<file path="config.mk">
export PLATFORM = sky130hd
export DESIGN_NAME = pc_branch_unit
export DESIGN_NICKNAME = d
export VERILOG_FILES = /design/src/rtl/riscv_pkg.sv /design/src/rtl/branch_cond.sv /design/src/rtl/pc_branch_unit.sv
export SDC_FILE = /design/constraint.sdc
export NUM_CORES = 1
export LEC_CHECK = 0
export ABC_AREA = 1
export ABC_CLOCK_PERIOD_IN_PS = 2200
export CAP_MARGIN = 20
export CORE_MARGIN = 8
export CORE_UTILIZATION = 45
export DETAILED_ROUTE_END_ITERATION = 8
export GPL_TIMING_DRIVEN = 0
export PLACE_DENSITY = 0.73
export SYNTH_ARGS = -nofsm -noshare
export SYNTH_HDL_FRONTEND = slang
export SYNTH_SLANG_ARGS = --single-unit
</file>
<file path="constraint.sdc">
create_clock -name clk -period 2.2 [get_ports clk]
set_input_delay 0.44 -clock clk [delete_from_list [all_inputs] [get_ports clk]]
set_output_delay 0.44 -clock clk [all_outputs]
set_load 0.01 [all_outputs]
</file>
<file path="src/rtl/riscv_pkg.sv">
// Shared definitions for the fetch/branch path: data width, branch condition
// codes and the fetch/execute state encoding.
package riscv_pkg;

    localparam int XLEN = 32;

    localparam logic [2:0] BEQ = 3'b000;
    localparam logic [2:0] BNE = 3'b001;
    localparam logic [2:0] BLT = 3'b100;
    localparam logic [2:0] BGE = 3'b101;

    typedef enum logic {
        FETCH = 1'b0,
        EXEC  = 1'b1
    } state_e;

endpackage

</file>
<file path="src/rtl/branch_cond.sv">
// Branch condition evaluation from funct3 and the ALU zero/sign flags.
// Codes outside BEQ/BNE/BLT/BGE never take the branch.
module branch_cond
    import riscv_pkg::*;
(
    input  logic [2:0] funct3,
    input  logic       zero_flag,
    input  logic       sign_flag,
    output logic       cond_true
);

    always_comb begin
        cond_true = 1'b0;
        case (funct3)
            BEQ:     cond_true = zero_flag;
            BNE:     cond_true = ~zero_flag;
            BLT:     cond_true = sign_flag;
            BGE:     cond_true = ~sign_flag;
            default: cond_true = 1'b0;
        endcase
    end

endmodule

</file>
<file path="src/rtl/pc_branch_unit.sv">
// Program counter with two-state fetch/execute sequencing, branch/jump redirect
// and fetch timeout. Define MISALIGN_TRAP_EN to trap on misaligned targets.
module pc_branch_unit
    import riscv_pkg::*;
#(
    parameter logic [XLEN-1:0] RESET_VECTOR  = 32'h0000_0000,
    parameter logic [XLEN-1:0] TRAP_VECTOR   = 32'h0000_0100,
    parameter int              FETCH_TIMEOUT = 16
) (
    input  logic            clk,
    input  logic            rst,
    output logic            fetch_req,
    output logic [XLEN-1:0] fetch_addr,
    input  logic            fetch_ack,
    input  logic            ex_valid,
    input  logic            branch,
    input  logic            jump,
    input  logic [2:0]      funct3,
    input  logic [XLEN-1:0] imm_ext,
    input  logic            zero_flag,
    input  logic            sign_flag,
    output logic [XLEN-1:0] pc,
    output logic [XLEN-1:0] pc_plus4,
    output logic            taken,
    output logic            trap,
    output logic            fetch_err
);

`ifdef MISALIGN_TRAP_EN
    localparam bit TRAP_EN = 1'b1;
`else
    localparam bit TRAP_EN = 1'b0;
`endif

    localparam int              CNT_W        = (FETCH_TIMEOUT > 1) ? $clog2(FETCH_TIMEOUT) : 1;
    localparam logic [CNT_W-1:0] TIMEOUT_LAST = CNT_W'(FETCH_TIMEOUT - 1);

    state_e          state_reg, state_next;
    logic [XLEN-1:0] pc_reg, pc_next;
    logic [CNT_W-1:0] cnt_reg, cnt_next;
    logic            taken_reg, taken_next;
    logic            trap_reg, trap_next;
    logic            err_reg, err_next;

    logic            cond_true;
    logic            redirect;
    logic            misaligned;
    logic            timeout_hit;
    logic [XLEN-1:0] target;

    branch_cond u_branch_cond (
        .funct3    (funct3),
        .zero_flag (zero_flag),
        .sign_flag (sign_flag),
        .cond_true (cond_true)
    );

    assign target      = pc_reg + imm_ext;
    assign redirect    = jump | (branch & cond_true);
    assign misaligned  = TRAP_EN && (target[1:0] != 2'b00);
    assign timeout_hit = (state_reg == FETCH) && !fetch_ack && (cnt_reg == TIMEOUT_LAST);

    always_ff @(posedge clk) begin
        if (rst) begin
            state_reg <= FETCH;
        end else begin
            state_reg <= state_next;
        end
    end

    always_comb begin
        state_next = state_reg;
        case (state_reg)
            FETCH:   if (fetch_ack) state_next = EXEC;
            EXEC:    if (ex_valid)  state_next = FETCH;
            default: state_next = FETCH;
        endcase
    end

    always_comb begin
        fetch_req  = (state_reg == FETCH);
        fetch_addr = pc_reg;
    end

    // An ack coincident with the last timeout cycle wins over the timeout.
    always_comb begin
        pc_next    = pc_reg;
        cnt_next   = cnt_reg;
        taken_next = 1'b0;
        trap_next  = 1'b0;
        err_next   = 1'b0;
        case (state_reg)
            FETCH: begin
                if (fetch_ack) begin
                    cnt_next = '0;
                end else if (timeout_hit) begin
                    cnt_next = '0;
                    err_next = 1'b1;
                end else begin
                    cnt_next = cnt_reg + CNT_W'(1);
                end
            end
            EXEC: begin
                cnt_next = '0;
                if (ex_valid) begin
                    if (redirect && misaligned) begin
                        pc_next   = TRAP_VECTOR;
                        trap_next = 1'b1;
                    end else if (redirect) begin
                        pc_next    = TRAP_EN ? target : {target[XLEN-1:2], 2'b00};
                        taken_next = 1'b1;
                    end else begin
                        pc_next = pc_reg + 32'd4;
                    end
                end
            end
            default: cnt_next = '0;
        endcase
    end

    always_ff @(posedge clk) begin
        if (rst) begin
            pc_reg    <= RESET_VECTOR;
            cnt_reg   <= '0;
            taken_reg <= 1'b0;
            trap_reg  <= 1'b0;
            err_reg   <= 1'b0;
        end else begin
            pc_reg    <= pc_next;
            cnt_reg   <= cnt_next;
            taken_reg <= taken_next;
            trap_reg  <= trap_next;
            err_reg   <= err_next;
        end
    end

    assign pc        = pc_reg;
    assign pc_plus4  = pc_reg + 32'd4;
    assign taken     = taken_reg;
    assign trap      = trap_reg;
    assign fetch_err = err_reg;

endmodule

</file>
==> results.py, run 1 <==
metrics = {
    "critical_path": {
        "crit_path_start_kind": "register",
        "cp_data_required_time_ps": 1760,
        "critical_path.max_fanout": 6,
        "timing.critical_path.slowest_cell_delay_ps": 420,
        "worst-setup-path-type": "register to output pin",
        "end_kind": "output pin",
        "timing.reg2reg.worst_path_depth": 15,
        "cp.arrival_ps": 1820,
        "path_cells": "nand2_8 > nor2_2 > nand2_2 > nor2_2 > nand2_2 > or2_1 > nand2_1 > clkdlybuf4s15_2",
        "worst_path_max_delay_cell": "sky130_fd_sc_hd__dfxtp_4",
    },
    "power": {
        "powerDensity_nw_per_um2": 316.3,
        "ir_worst_vdd_mv": 0.1970,
        "leakagePower_nw": 3.887,
    },
    "route": {
        "drt_iter0_markers": 590,
        "met2WireLength_um": 9013,
        "drt_pre_antenna_iters": 7,
        "drt_drc_violations_left": 0,
        "viasPerCell": 5.134,
        "postRouteAntennaNets": 0,
        "met3_length_um": 1826,
        "wl_per_cell_um": 16.11,
        "totalWireLength_um": 20020,
        "met1Wirelength_um": 8325,
        "routed-via-count": 6382,
        "dr.max_layer_used": "met4",
    },
    "layout": {
        "multiInputGateArea_um2": 3736,
        "largest_register_ff_count": 30,
        "area.sequential_um2": 837.1,
        "areaGrowthSynthToFinish_pct": 51.03,
        "final_util_pct": 69.13,
        "layout.filler_cells": 955,
        "nNetsFinal": 1177,
        "finalNonFillerCells": 1243,
        "number_of_diodes_added_for_antenna_fixing": 0,
        "layout_common_cells": "304 x sky130_fd_sc_hd__nand2_1, 143 x sky130_fd_sc_hd__inv_1, 105 x sky130_fd_sc_hd__clkdlybuf4s50_1",
        "layout_commonest_cell": "sky130_fd_sc_hd__nand2_1",
        "drive_gt1_share_pct": 23.75,
    },
    "min_path": {
        "timing.hold.worst.class": "register to register",
        "worstHoldPathCells": 1,
    },
    "grt": {
        "grt_start_max_net_pins": 12,
        "globalRouteTotalUtil_pct": 25.26,
        "first_global_vias": 5928,
        "grt.overflow.total": 0,
        "grt_first_pass_wirelength_um": 29680,
        "number_of_antenna_violations_at_the_first_check_in_global_routing": 0,
    },
    "synthesis": {
        "synth_cell_type_count": 36,
        "synth_top_family_by_area": "simple AND/OR/NAND/NOR gates",
        "yosys.area_share.adder_pct": 7.886,
        "avgSynthCellArea_um2": 5.489,
        "syn_inst_count": 896,
        "synth_seq_cells": 37,
        "netlist_area_um2": 4918,
        "yosys_warnings": 0,
        "synth_compound_gate_area_share_pct": 8.268,
        "post_synth_mux_area_share_pct": 0,
        "synth_xor_xnor_area_share_pct": 4.910,
        "synth_simple_gate_area_share_pct": 46.22,
        "seq_area_frac_synth_pct": 15.06,
    },
    "sta": {
        "fmax_mhz": 441.9,
        "worst_slew_margin_relative_to_its_limit_pct": 64.24,
        "worst_slack_ps": -63.06,
        "slew_violations": 0,
        "hold_viol": 0,
        "grt_setup_unrepaired": "true",
        "fin_crit_ps": 2263,
        "number_of_endpoints_failing_setup_at_the_final_stage": 9,
        "timing.hold.ws_ps": 452.6,
        "worst_slew_pin_slew_ps": 535.8,
        "final.period_utilization_pct": 102.9,
        "finalClockSkew_ps": 10.43,
    },
    "clocking": {
        "source_to_sink_clock_delay_at_the_later_pin_of_the_worst_skew_pair_ps": 310,
        "tritoncts_clock_tree": "built",
        "clkSlewWorstSetupHoldPaths_ps": 80,
        "cts.path.max_buffers": 2,
        "clockRootBuffer": "sky130_fd_sc_hd__clkbuf_8",
        "tritoncts_buffers": 5,
        "tritoncts_num_sinks": 37,
        "h-tree-depth": 2,
    },
    "floorplan": {
        "die-width_um": 120.5,
        "floorplan.io_pins": 143,
        "floorplan.die_area_um2": 14530,
        "fp-row-count": 38,
        "design.core.area_um2": 10750,
        "die-height_um": 120.5,
        "start_util_pct": 45.77,
    },
    "run_status": {
        "status": "complete, but fails checks",
        "violations_in_the_final_reports": "setup timing",
    },
    "placement": {
        "gp_congestion": 0.9781,
        "numPortBuffers": 133,
        "place_hpwl_um": 14710,
        "placed_cells_incl_taps": 1175,
    },
    "run": {
        "cap_viol_max_count": 0,
    },
}
-- metal layers --
layer	vias up	GRT usage, %
met5	-	0
met1	2811	32.79
met2	357	40.88
met3	77	3.217
li1	3137	-
met4	0	11.55
-- cells by family after synthesis --
group | count (synthesis)
AND/OR/NAND/NOR | 534
buffers and inverters | 193
AO/OA/AOI/OAI | 75
flip-flops | 37
adder cells (fa/ha/maj) | 31
XOR/XNOR | 25
other | 1
-- power breakdown --
| part | total, mW | leakage, nW | switching [mW] | internal (mW) |
|---|---|---|---|---|
| combinational | 1.09 | 3.52 | 0.591 | 0.495 |
| sequential | 0.751 | 0.321 | 0.0608 | 0.690 |
| clock | 0.512 | 0.0433 | 0.264 | 0.248 |
| total | 2.35 | 3.89 | 0.916 | 1.43 |
-- final timing paths --
kind | startpoint | end | slack (ps)
max reg2reg | fetch_addr[3] | fetch_addr[20] | 120
max | fetch_addr[5] | pc_plus4[21] | -60
min | cnt_reg[0] | cnt_reg[0] | 450
min reg2reg | cnt_reg[0] | cnt_reg[0] | 450
-- synth_stat cells, drive strengths merged --
library cell | n | area, um^2
nand4 | 9 | 56.30
nor4 | 1 | 6.260
conb | 1 | 3.750
a21oi | 43 | 215.2
or2 | 4 | 25.03
xor2 | 16 | 155.2
nor2 | 103 | 444.2
o211ai | 6 | 45.04
o221ai | 1 | 8.760
dfxtp | 37 | 740.7
o21bai | 4 | 30.03
inv | 149 | 559.3
nand3 | 66 | 342.8
clkbuf | 5 | 18.77
nand2 | 332 | 1276
nand3b | 9 | 67.56
xnor2 | 9 | 86.34
ha | 31 | 387.9
o21ai | 19 | 95.09
buf | 39 | 286.5
and2 | 2 | 12.51
nor3b | 1 | 7.510
nor3 | 7 | 35.03
o22ai | 2 | 12.51
-- critical path: cells and delay by family, from the launching register on --
family | cells | cell delay [ps]
flops | 1 | 420
simple gates | 7 | 880
buf+inv | 1 | 220
-- final cells by class --
type / instances / share of cell area [%]
Tap cell: 140 / 2.358
Multi-Input combinational cell: 672 / 50.29
Timing Repair Buffer: 194 / 23.14
Buffer: 44 / 4.127
Clock buffer: 6 / 1.112
Clock inverter: 1 / 0.1011
Sequential cell: 37 / 11.27
Inverter: 149 / 7.596
-- metrics by stage --
step | TNS [ps] | area, um^2 | worst slack [ps] | total power, mW
2_1_floorplan | 0 | 4941 | 321.4 | 1.319
3_3_place_gp | -10120 | 6447 | -510.9 | 1.731
3_5_place_dp | -10860 | 6447 | -515.4 | 1.738
4_1_cts | -368.0 | 7047 | -93.77 | 2.256
5_1_grt | -1027 | 7428 | -138.9 | 2.475
6_report | -315.5 | 7428 | -63.06 | 2.349
-- what timing repair did --
action / 4_1_cts / 5_1_grt
pin swaps: 7 / 26
gates resized for setup: 123 / 107
hold buffers: 0 / 0
endpoints found under the setup margin: 29 / 39
setup buffers: 42 / 21
Note: power is estimated with default switching activity, not from simulation.
==> inputs of run 2 (changes only) <==
--- a/config.mk
+++ b/config.mk
@@ -8,6 +8,7 @@
 export ABC_AREA = 1
 export ABC_CLOCK_PERIOD_IN_PS = 2200
 export CAP_MARGIN = 20
+export CORE_ASPECT_RATIO = 1.1
 export CORE_MARGIN = 8
 export CORE_UTILIZATION = 45
 export DETAILED_ROUTE_END_ITERATION = 8
==> results.py, run 2 (synthesis gave the netlist of run 1 again) <==
metrics = {
    "clocking": {
        "clockRootBuffer": "sky130_fd_sc_hd__clkbuf_16",
        "tritoncts_clock_tree": "built",
        "cts.path.max_buffers": 2,
        "cts_hold_repair.buffers": 0,
        "h-tree-depth": 2,
        "source_to_sink_clock_delay_at_the_later_pin_of_the_worst_skew_pair_ps": 280,
        "clkSlewWorstSetupHoldPaths_ps": 50,
        "tritoncts_num_sinks": 37,
        "tritoncts_buffers": 5,
    },
    "critical_path": {
        "timing.critical_path.slowest_cell_delay_ps": 380,
        "cp_data_required_time_ps": 1760,
        "worst_path_max_delay_cell": "sky130_fd_sc_hd__dfxtp_4",
        "timing.reg2reg.worst_path_depth": 12,
        "critical_path.max_fanout": 4,
        "end_kind": "output pin",
        "most_repeated_library_cell_on_the_critical_path": "sky130_fd_sc_hd__nand2_1",
        "path_cells": "buf_4 > nand2_1 > nor2_1 > nand2_1 > nor2_4 > nand2_1 > xor2_1 > buf_2",
        "crit_path_start_kind": "register",
        "cp.arrival_ps": 1760,
        "worst-setup-path-type": "register to output pin",
    },
    "grt": {
        "globalRouteTotalUtil_pct": 25.01,
        "grt_start_max_net_pins": 11,
        "grt_first_pass_wirelength_um": 28970,
        "first_global_vias": 5816,
        "grt.overflow.total": 0,
        "number_of_antenna_violations_at_the_first_check_in_global_routing": 0,
    },
    "floorplan": {
        "start_util_pct": 45.50,
        "floorplan.io_pins": 143,
        "die-height_um": 125.7,
        "fp-row-count": 40,
        "floorplan.die_area_um2": 14540,
        "die-width_um": 115.7,
        "design.core.area_um2": 10810,
    },
    "layout": {
        "layout_commonest_cell": "sky130_fd_sc_hd__nand2_1",
        "area.sequential_um2": 838.3,
        "largest_register_ff_count": 30,
        "drive_gt1_share_pct": 24.10,
        "areaGrowthSynthToFinish_pct": 52.96,
        "layout.filler_cells": 970,
        "nNetsFinal": 1161,
        "final_util_pct": 69.59,
        "layout_common_cells": "304 x sky130_fd_sc_hd__nand2_1, 143 x sky130_fd_sc_hd__inv_1, 106 x sky130_fd_sc_hd__clkdlybuf4s50_1",
        "multiInputGateArea_um2": 3894,
        "number_of_diodes_added_for_antenna_fixing": 0,
    },
    "sta": {
        "number_of_endpoints_failing_setup_at_the_final_stage": 0,
        "finalClockSkew_ps": 3.822,
        "hold_viol": 0,
        "slew_violations": 0,
        "fmax_mhz": 455.2,
        "final.period_utilization_pct": 99.85,
        "worst_slew_margin_relative_to_its_limit_pct": 55.01,
        "fin_crit_ps": 2197,
        "worst_slew_pin_slew_ps": 674.9,
        "grt_setup_unrepaired": "true",
    },
    "route": {
        "routed-via-count": 6289,
        "totalWireLength_um": 19650,
        "postRouteAntennaNets": 0,
        "drt_pre_antenna_iters": 5,
        "drt_iter0_markers": 407,
        "drt_drc_violations_left": 0,
        "wl_per_cell_um": 15.93,
        "viasPerCell": 5.096,
    },
    "power": {
        "powerDensity_nw_per_um2": 345.7,
        "total_power_mw": 2.601,
        "ir_worst_vdd_mv": 0.2769,
        "leakagePower_nw": 3.859,
    },
    "run": {
        "cap_viol_max_count": 0,
    },
    "run_status": {
        "status": "finished clean",
    },
    "min_path": {
        "worstHoldPathCells": 1,
        "timing.hold.worst.class": "register to register",
    },
    "placement": {
        "numPortBuffers": 133,
        "gp_congestion": 0.9456,
        "place_hpwl_um": 14820,
    },
}
## run 2: changes by cell type in the layout (fill, tap and decap cells not counted), moves of 4 or more
cell | before | now
sky130_fd_sc_hd__clkbuf_16 | 0 | 5
sky130_fd_sc_hd__buf_4 | 95 | 80
sky130_fd_sc_hd__clkbuf_8 | 6 | 1
sky130_fd_sc_hd__ha_4 | 4 | 13
sky130_fd_sc_hd__nor2_1 | 66 | 62
sky130_fd_sc_hd__ha_1 | 23 | 14
## run 2: power by group
part           switching (mW)  internal (mW)  leakage [nW]
combinational           0.609          0.515          3.47
clock                   0.277          0.445        0.0700
sequential             0.0625          0.692         0.321
## run 2: critical path, delay by kind of cell (launching register included)
family,cells,cell delay (ps)
simple gates,5,620
flops,1,380
buf+inv,2,310
xor+xnor,1,170
## run 2: cell type report
| type | count | area share (%) |
|---|---|---|
| Buffer | 44 | 4.091 |
| Timing Repair Buffer | 178 | 21.20 |
| Sequential cell | 37 | 11.14 |
| Tap cell | 147 | 2.445 |
| Multi-Input combinational cell | 672 | 51.75 |
| Inverter | 149 | 7.467 |
| Clock buffer | 7 | 1.896 |
## run 2: what timing repair did
action,4_1_cts,5_1_grt
pin swaps,13,27
setup buffers,26,19
setup endpoints to repair,32,39
resized for setup,131,120
## run 2: final timing paths
| path | slack [ps] | to | from |
|---|---|---|---|
| worst min register to register | 460 | cnt_reg[0] | cnt_reg[0] |
| worst max-delay path | 3 | pc_plus4[27] | fetch_addr[3] |
| worst max register to register | 170 | fetch_addr[28] | fetch_addr[18] |
| worst min-delay path | 460 | cnt_reg[0] | cnt_reg[0] |
## run 2: metal layers
metal / GRT usage [%] / routed length (um) / part of all wire [%] / vias up
met5: 0 / 0 / 0 / -
met4: 10.70 / 676 / 3.4 / 0
met3: 4.589 / 1477 / 7.5 / 52
met2: 42.57 / 9488 / 48 / 271
met1: 29.83 / 8010 / 41 / 2850
li1: - / - / - / 3116
## run 2: metrics by stage
| step | TNS (ps) | cells | area (um^2) | hold slack, ps | setup WS (ps) |
|---|---|---|---|---|---|
| detailed placement | -11330 | 1182 | 6456 | 445.6 | -557.0 |
| floorplan | 0 | 902 | 4941 | 417.5 | 321.4 |
| global route | -443.0 | 1234 | 7523 | 504.3 | -101.1 |
| finish | 0 | 1234 | 7523 | 455.7 | 3.315 |
| CTS | -380.3 | 1215 | 7027 | 451.9 | -182.2 |
| global placement | -11210 | 1182 | 6456 | 429.6 | -559.3 |
